--- src/rtl/hex_scan_driver.sv ---
// Scan controller for a common-anode multi-digit seven-segment display.
// Presents one hex nibble per scan slot and swaps in new values only at frame boundaries.
module hex_scan_driver #(
    parameter int NUM_DIGITS  = 4,
    parameter int REFRESH_DIV = 50000
) (
    input  logic                    clk,
    input  logic                    resetn,
    input  logic [4*NUM_DIGITS-1:0] value,
    input  logic                    load,
    input  logic                    blank_lz,
    output logic [3:0]              hex,
    output logic [NUM_DIGITS-1:0]   digit_en,
    output logic                    load_ack,
    output logic                    frame_start
);

    localparam int VAL_W = 4 * NUM_DIGITS;
    localparam int IDX_W = (NUM_DIGITS > 1) ? $clog2(NUM_DIGITS) : 1;
    localparam int PS_W  = (REFRESH_DIV > 1) ? $clog2(REFRESH_DIV) : 1;
    localparam logic [NUM_DIGITS-1:0] EN_RST = ~NUM_DIGITS'(1);

    logic [PS_W-1:0]  presc;
    logic [IDX_W-1:0] idx, idx_nx;
    logic [VAL_W-1:0] active, active_nx, shadow;
    logic             pending;
    logic             tick, wrap;

    function automatic logic [3:0] nibble_at(input logic [VAL_W-1:0] v,
                                             input logic [IDX_W-1:0] i);
        logic [VAL_W-1:0] s;
        s = v >> (4 * i);
        return s[3:0];
    endfunction

    // A digit is blanked when it and every more-significant nibble are zero; digit 0 never is.
    function automatic logic [NUM_DIGITS-1:0] digit_mask(input logic [VAL_W-1:0] v,
                                                         input logic [IDX_W-1:0] i,
                                                         input logic             blank);
        logic [NUM_DIGITS-1:0] en;
        logic                  upper_zero;
        upper_zero = ((v >> (4 * i)) == '0);
        en = '1;
        if (!(blank && (i != '0) && upper_zero))
            en[i] = 1'b0;
        return en;
    endfunction

    always_comb begin
        tick = (presc == PS_W'(REFRESH_DIV - 1));
        wrap = tick && (idx == IDX_W'(NUM_DIGITS - 1));

        idx_nx = idx;
        if (wrap)
            idx_nx = '0;
        else if (tick)
            idx_nx = idx + 1'b1;

        // A load landing on the boundary edge bypasses the shadow register.
        active_nx = active;
        if (wrap) begin
            if (load)
                active_nx = value;
            else if (pending)
                active_nx = shadow;
        end
    end

    always_ff @(posedge clk or negedge resetn) begin
        if (!resetn) begin
            presc       <= '0;
            idx         <= '0;
            active      <= '0;
            shadow      <= '0;
            pending     <= 1'b0;
            load_ack    <= 1'b0;
            frame_start <= 1'b0;
            hex         <= 4'h0;
            digit_en    <= EN_RST;
        end else begin
            presc  <= tick ? '0 : presc + 1'b1;
            idx    <= idx_nx;
            active <= active_nx;
            if (load)
                shadow <= value;
            if (wrap)
                pending <= 1'b0;
            else if (load)
                pending <= 1'b1;
            load_ack    <= wrap && (load || pending);
            frame_start <= wrap;
            // Outputs follow the next index/active so a transfer shows with zero latency.
            hex      <= nibble_at(active_nx, idx_nx);
            digit_en <= digit_mask(active_nx, idx_nx, blank_lz);
        end
    end

endmodule

--- config.mk ---
export PLATFORM = sky130hd
export DESIGN_NAME = hex_scan_driver
export DESIGN_NICKNAME = d
export VERILOG_FILES = /design/src/rtl/hex_scan_driver.sv
export SDC_FILE = /design/constraint.sdc
export NUM_CORES = 1
export LEC_CHECK = 0
export ABC_AREA = 1
export CORE_MARGIN = 3
export CORE_UTILIZATION = 44
export CTS_CLUSTER_SIZE = 25
export DETAILED_ROUTE_END_ITERATION = 6
export PLACE_DENSITY_LB_ADDON = 0.12
export SYNTH_ARGS = -nofsm -noshare
export SYNTH_HDL_FRONTEND = slang
export SYNTH_SLANG_ARGS = --single-unit
--- constraint.sdc ---
create_clock -name clk -period 3.4 [get_ports clk]
set_clock_uncertainty 0.15 [all_clocks]
set_input_delay 0.51 -clock clk [delete_from_list [all_inputs] [get_ports clk]]
set_output_delay 0.51 -clock clk [all_outputs]
set_load 0.03 [all_outputs]
After elaboration in Yosys (flattened, before gate mapping)
Cells that the tools add are included.
Storage, ports and cells
  register bits: 61
  input port bits: 20
  output and inout bits: 10
  word-level logic and storage cells: 37
Operators by class
  $add $sub $neg: 2
  magnitude comparators: 2
  equality and inequality tests: 2
  shifts and indexed selects: 1
  muxes and demuxes: 11
  bitwise operators: 1
  reduce and logical (&&, ||, !) cells: 9
Operator list (count)
  $mux W16: 4
  $add A16 B1 Y16 const B: 1
  $eq A16 B16 Y1 const B: 1
  $logic_not A16 Y1: 1
  $shr A16 B4 Y16: 1
  $logic_and A1 B1 Y1: 5
  $mux W2: 2
  $mux W4: 1
  $not A4 Y4: 1
  $reduce_bool A2 Y1: 2
  $lt A2 B3 Y1 const B: 1
  $mux W1: 3
  $add A2 B1 Y2 const B: 1
  $demux W1 S2: 1
  $eq A2 B2 Y1 const B: 1
  $ge A2 B1 Y1 const B: 1
  $logic_or A1 B1 Y1: 1

Depth between registers and ports, before layout
Gate-level depths: netlist of run 1.
  depth in word-level cells: 9
  mapped depth: 16

Worst setup path before layout of run 1
No wires, ideal clock.
  path kind: input to register
  start: in load
  end: reg digit_en[1]
  data arrival time: 1777 ps
  required time: 3189 ps
  slack: 1412 ps
  stages: 12
  cell sequence: clkbuf_1 -> inv_1 -> clkbuf_1 -> a21boi_0 -> nand3_1 -> nand3_1 -> nand2_1 -> nand2_1 -> nand3b_1 -> nor2_2 -> nand3_2 -> nand2_1
Between the ends
  cells in the longest elaborated chain, start to end: 6
RTL lines
  from (decl): RTL line 10  | input logic load,
  $mux W16: RTL line 62  | if (load)
  $mux W16: RTL line 61  | if (wrap) begin
  $shr A16 B4 Y16: RTL line 42  | upper_zero = ((v >> (4 * i)) == '0);
  $logic_not A16 Y1: RTL line 42
  $logic_and A1 B1 Y1: RTL line 44  | if (!(blank && (i != '0) && upper_zero))
  $mux W4: RTL line 44
  to (signal assigned): RTL line 94  | digit_en <= digit_mask(active_nx, idx_nx, blank_lz);
  to (decl): RTL line 13  | output logic [NUM_DIGITS-1:0] digit_en,
Every way passes these cells.
A chain may end at the register's enable or synchronous reset.

Worst setup path after layout of run 1
Same ends and word-level chain as after synthesis.

==> results of run 1 <==
==> metal layers <==
metal / vias to the layer above / share of wire (%) / routed length (um)
met4: 0 / 2.8 / 200
met1: 1267 / 46 / 3250
met2: 33 / 48 / 3400
li1: 1405 / - / -
met3: 16 / 2.7 / 187
met5: - / 0 / 0
==> flip-flops by register name (all words and copies together), names as in the netlist <==
| name | flops |
|---|---|
| load_ack | 1 |
| frame_start | 1 |
| digit_en | 4 |
| shadow | 16 |
| hex | 4 |
| pending | 1 |
| active | 16 |
| presc | 16 |
| idx | 2 |
==> per-stage QoR <==
stage	util, %	setup slack [ns]	cells	total power [W]	cell area, um^2
5_1_grt	55.5	0.637	568	0.00174	3860
6_report	55.5	0.903	568	0.00167	3860
3_5_place_dp	51.8	0.581	552	0.000858	3600
3_3_place_gp	51.8	0.656	552	0.000857	3600
2_1_floorplan	-	1.41	434	0.000806	3230
4_1_cts	55.5	0.941	568	0.00169	3860
==> power breakdown <==
part / internal, W / switching, W / total, W
logic: 0.0000394 / 0.0000520 / 0.0000914
registers: 0.000744 / 0.00000763 / 0.000752
clock network: 0.000548 / 0.000281 / 0.000828
==> area by class of cell <==
type	count	area (um^2)	area share, %
Clock buffer	13	169	4.38
Clock inverter	3	90.1	2.34
Inverter	61	229	5.94
Multi-Input combinational cell	301	1400	36.4
Sequential cell	61	1530	39.7
Tap cell	96	120	3.11
Timing Repair Buffer	33	315	8.18
==> placed cells by master, fill, tap and decap left out, types with 2 or more instances in the layout <==
cell type,n
inv_1,54
nand2_2,7
clkbuf_8,12
inv_2,4
xor2_1,4
o21ai_0,31
buf_4,4
ha_1,2
nor2_1,30
clkinv_1,3
nor3_1,2
nor2_2,12
nand2_1,156
dfrtp_1,58
a21oi_1,6
bufinv_16,3
nand4_1,3
clkdlybuf4s50_1,28
dfstp_2,3
nand3_2,4
nor2_4,3
nand3_1,30
==> kinds of logic after synthesis <==
kind of cell	Yosys count	share of synthesized area, %
adder cells (fa/ha/maj)	2	0.775
XOR/XNOR	4	1.08
flip-flops	61	47.4
AO/OA/AOI/OAI	44	7.59
AND/OR/NAND/NOR	251	34.0
buffers and inverters	72	9.18
==> worst paths after layout <==
check,from,end,slack [ns],cells after the start
max in group asynchronous,resetn,digit_en[3],2.15,2
hold / removal,resetn,presc[11],0.16,1
hold reg to reg,presc[0],presc[0],0.32,1
setup / recovery,load,digit_en[1],0.90,14
min in group clk,presc[0],presc[0],0.32,1
setup reg to reg,presc[0],digit_en[1],1.01,12
==> metrics.txt, run 1 <==
top post-synthesis cells by count=156 x nand2_1, 58 x dfrtp_1, 54 x inv_1; GR Layer Usage met1=22.5%; # IOs=30; max incr delay on CP=0.62 ns; die width=91.7 um; top-area cell type share of the netlist area=44.9%; I/O Buffers=29; Syn Inst Count=434; crit path DAT=2.63 ns; Sink Count=61; HP Class=in2async; number of flops mapped to enable cells by yosys=0; Buf/Inv on CP=3; Final Cycle Share=73.4%; Primary FF master, synth=dfrtp_1; Critical Path, Cell by Cell=clkdlybuf4s50_1 > buf_4 > nor2_1 > inv_1 > nand2_1 > o21ai_0 > nand2_1 > o21ai_0 > nand3_1 > nor2_1 > nor2_1 > nand3_1 > nand3_2 > nand2_1; initial antenna violation count=0; filler instances=653; 1st-pass router iterations=4; Yosys Warn Count=0; num rows=30; CP Data Required Time=3.53 ns; Final Hold Viols=0; largest net degree at the start of global routing=42; vias in the first global route=2,668; total wire length=7.04 mm; Mapped Nets=456; register bit total from synthesis=61; Setup TNS Final=0 ns; CP Max Fanout=9; CTS tree=yes; slew of the pin with the lowest slew margin=0.940 ns; Die Y=91.7 um; Crit. End Element=register; GRT Util Overall=18.3%; largest area contributor in the netlist=dfrtp_1; post_cts resized=0; GR peak layer=met2; DRT iter0 DRCs=171; total grt overflow=0; DRC viols=0; top-count cell post-synth=nand2_1; Worst-path clk slew=0.07 ns; remaining antenna violation count=0; synth unique cells=32; Finish-stage setup viols=0; first-pass GRT wire length=12.2 mm; vias per cell=4.79; post-CTS setup buffer count=0; Seq/Total Area, Yosys=47.4%; CTS Buf Count=9; Mapped Area=0.00323 mm^2; Max Fclk=401 MHz; die area=0.00840 mm^2; CP delay by family, top=buffers and inverters; CTS H-tree depth=3; relative slew slack=37.4%; async set-or-reset flop fraction in the synthesized netlist=100%; syn avg cell area=7.44 um^2; ranking of synthesized cells by area=dfrtp_1 45%, nand2_1 18%, inv_1 6.3%, o21ai_0 4.8%, nand3_1 4.6%; diode count=0; hold_buf cts=0; Final nets=489; WS Path Type=in2reg; worst skew pair latency=0.34 ns; Pleak=1.99 nW; Starting Density=46.5%; routed length per instance=12.4 um; Routability Congestion=0.874; M2 GR Usage=31.0%; synthesis-to-layout area growth=19.4%; met3 Usage GRT=3.04%; maxcap violations=0; Tmin final=2.50 ns; RSZ-0062 raised after global routing=false; crit start category=primary input; layout cells sized above 1=11.7%; status=completed; hpwl dp=5.25 mm; Hold WS=0.162 ns; IR drop worst, VDD=220 uV; Core ar.=0.00694 mm^2; Critical Path Slowest Stage Cell=clkdlybuf4s50_1; Pwr per Cell Area=433 mW/mm^2; Root Buffer=clkbuf_8; Max Root-Sink Buffers=2; Vias=2,721; fin. max-slew vios=0
(Power assumes the default switching activity.)
==> run 2, diff against run 1 <==
Clock period 3.4 ns to 2.3 ns, I/O delays scaled along.
==> metrics.txt, run 2 (synthesis results as in run 1) <==
status=completed; Max Fclk=463 MHz; Pwr per Cell Area=521 mW/mm^2 (+20%); crit path DAT=2.29 ns (-0.34 ns); IR drop worst, VDD=311 uV (+41%); CTS Buf Count=9 (unchanged); area of the multi-input gates=0.00150 mm^2 (+6.9%); R2R depth=14 (+2); Die Y=91.7 um (unchanged); I/O Buffers=29 (unchanged); filler instances=660 (+1.1%); flip-flop and latch area=0.00153 mm^2 (unchanged); worst skew pair latency=0.34 ns (about the same); most frequent cells in the layout=154 x nand2_1, 58 x dfrtp_1, 52 x inv_1, 31 x buf_4, 30 x nand3_1; Setup TNS Final=0 ns (unchanged); CTS H-tree depth=3 (unchanged); Pleak=2.13 nW (+7.1%); pre-CTS worst setup slack=-0.0392 ns (-0.620 ns); layout cells sized above 1=19.1% (+7.4 points); Final Cycle Share=93.9%; synthesis-to-layout area growth=28.2%; total grt overflow=0 (unchanged); routed length per instance=12.9 um (+4.1%); num rows=30 (unchanged); vias per cell=4.80 (+0.16%); Worst Hold Endpoint=shadow[8]; Final Hold Viols=0 (unchanged); DRC viols=0 (unchanged); Core ar.=0.00694 mm^2 (unchanged); crit start category=register; hold_sp=shadow[8]; most common cell after layout, fill and taps aside=nand2_1; die width=91.7 um (unchanged); HP Class=reg2reg; Root Buffer=clkbuf_8; relative slew slack=78.1% (+41 points); slew of the pin with the lowest slew margin=0.325 ns (-0.614 ns); Sink Count=61 (unchanged); hpwl dp=5.59 mm (+6.6%); Starting Density=46.5% (unchanged); total wire length=7.73 mm (+9.8%); Final nets=520 (+6.3%); WS Path Type=reg2reg; total power=0.00216 W (+29%); fin. max-slew vios=0 (unchanged); remaining antenna violation count=0 (unchanged); vias in the first global route=2,911 (+9.1%); GRT Util Overall=20.0% (+1.7 points); diode count=0 (unchanged); CP Max Fanout=7 (-2); Min-Delay Path Depth=2; largest net degree at the start of global routing=62 (+48%); final setup margin=0.140 ns (-0.763 ns); Worst-path clk slew=0.07 ns (about the same); Routability Congestion=0.845 (-3.3%); Max Root-Sink Buffers=2 (unchanged); Vias=2,874 (+5.6%); maxcap violations=0 (unchanged); Finish-stage setup viols=0 (unchanged); first-pass GRT wire length=13.2 mm (+8.7%); setup slack, reg-to-reg=0.14 ns (-0.87 ns); CTS tree=yes; # IOs=30 (unchanged); 1st-pass router iterations=4 (unchanged); CP Data Required Time=2.43 ns (-1.10 ns); Hold WS=0.317 ns (+0.155 ns); die area=0.00840 mm^2 (unchanged); Tmin final=2.16 ns; RR Endpoint=digit_en[2]; worst r2r src=presc[11]; DRT iter0 DRCs=147 (-14%); initial antenna violation count=0 (unchanged); top flop regs=active x16, presc x16, shadow x16; Crit. End Element=register
==> run 2: changes by cell type in the layout (fill, tap and decap cells not counted), sizes merged <==
cell	previous run	this run
buf	5	35
bufinv	3	0
clkbuf	13	15
clkinv	3	4
dlygate4sd3	0	1
==> run 2: worst max path at each step <==
stage	startpoint	endpoint	slack, ns	cells past startpoint
final	presc[11]	digit_en[2]	0.14	14
after global routing	presc[6]	digit_en[2]	-0.03	13
after floorplan	presc[0]	presc[12]	0.35	11
after CTS	presc[0]	digit_en[2]	0.01	15
after global placement	load	digit_en[3]	0.02	12
after detailed placement	load	digit_en[2]	-0.04	14
==> run 2: where the power goes <==
group          switching [W]  leakage, nW  total [W]  internal, W
clock network       0.000423       0.0937   0.000903     0.000480
logic              0.0000798         1.29   0.000144    0.0000641
registers          0.0000109        0.750    0.00111      0.00110
total               0.000514         2.13    0.00216      0.00164
==> run 2: routing by layer <==
layer / part of all wire (%) / global-route usage (%) / up-vias
li1: - / - / 1471
met1: 44 / 23.9 / 1341
met2: 51 / 34.1 / 47
met3: 3.0 / 5.25 / 15
met4: 2.7 / 8.17 / 0
met5: 0 / 0 / -
==> run 2: area by class of cell <==
type	instances	share of cell area, %
Multi-Input combinational cell	301	36.2
Tap cell	96	2.90
Clock inverter	1	0.121
Timing Repair Buffer	64	14.0
Sequential cell	61	36.9
Inverter	61	5.59
Clock buffer	15	4.26
==> run 2: critical path, stage by stage, from the launching register on <==
cell and delay [ns]:
dfrtp_1 0.46, nor2_2 0.15, nand2_1 0.13, nor2_4 0.15, nand3_4 0.14, buf_4 0.18, nand2_1 0.05, nand2_1 0.11
nand3_1 0.09, nand2_1 0.07, nor2_2 0.12, nand2_1 0.07, nor2_2 0.08, nand3_2 0.08, nand2_1 0.08
==> run 2: stage by stage <==
| stage | utilization (%) | instance area [um^2] | cells |
|---|---|---|---|
| finish | 59.6 | 4140 | 599 |
| floorplan | - | 3230 | 434 |
| CTS | 57.7 | 4010 | 594 |
| global placement | 54.9 | 3810 | 577 |
| detailed placement | 54.9 | 3810 | 577 |
| global route | 59.6 | 4140 | 599 |
==> run 2: what timing repair did <==
action,in CTS,in global routing
resized for setup,1,27
hold buffers,1,0
setup endpoints to repair,3,8
pin swaps,0,5
endpoints found under the hold margin,58,0
buffers inserted,0,5
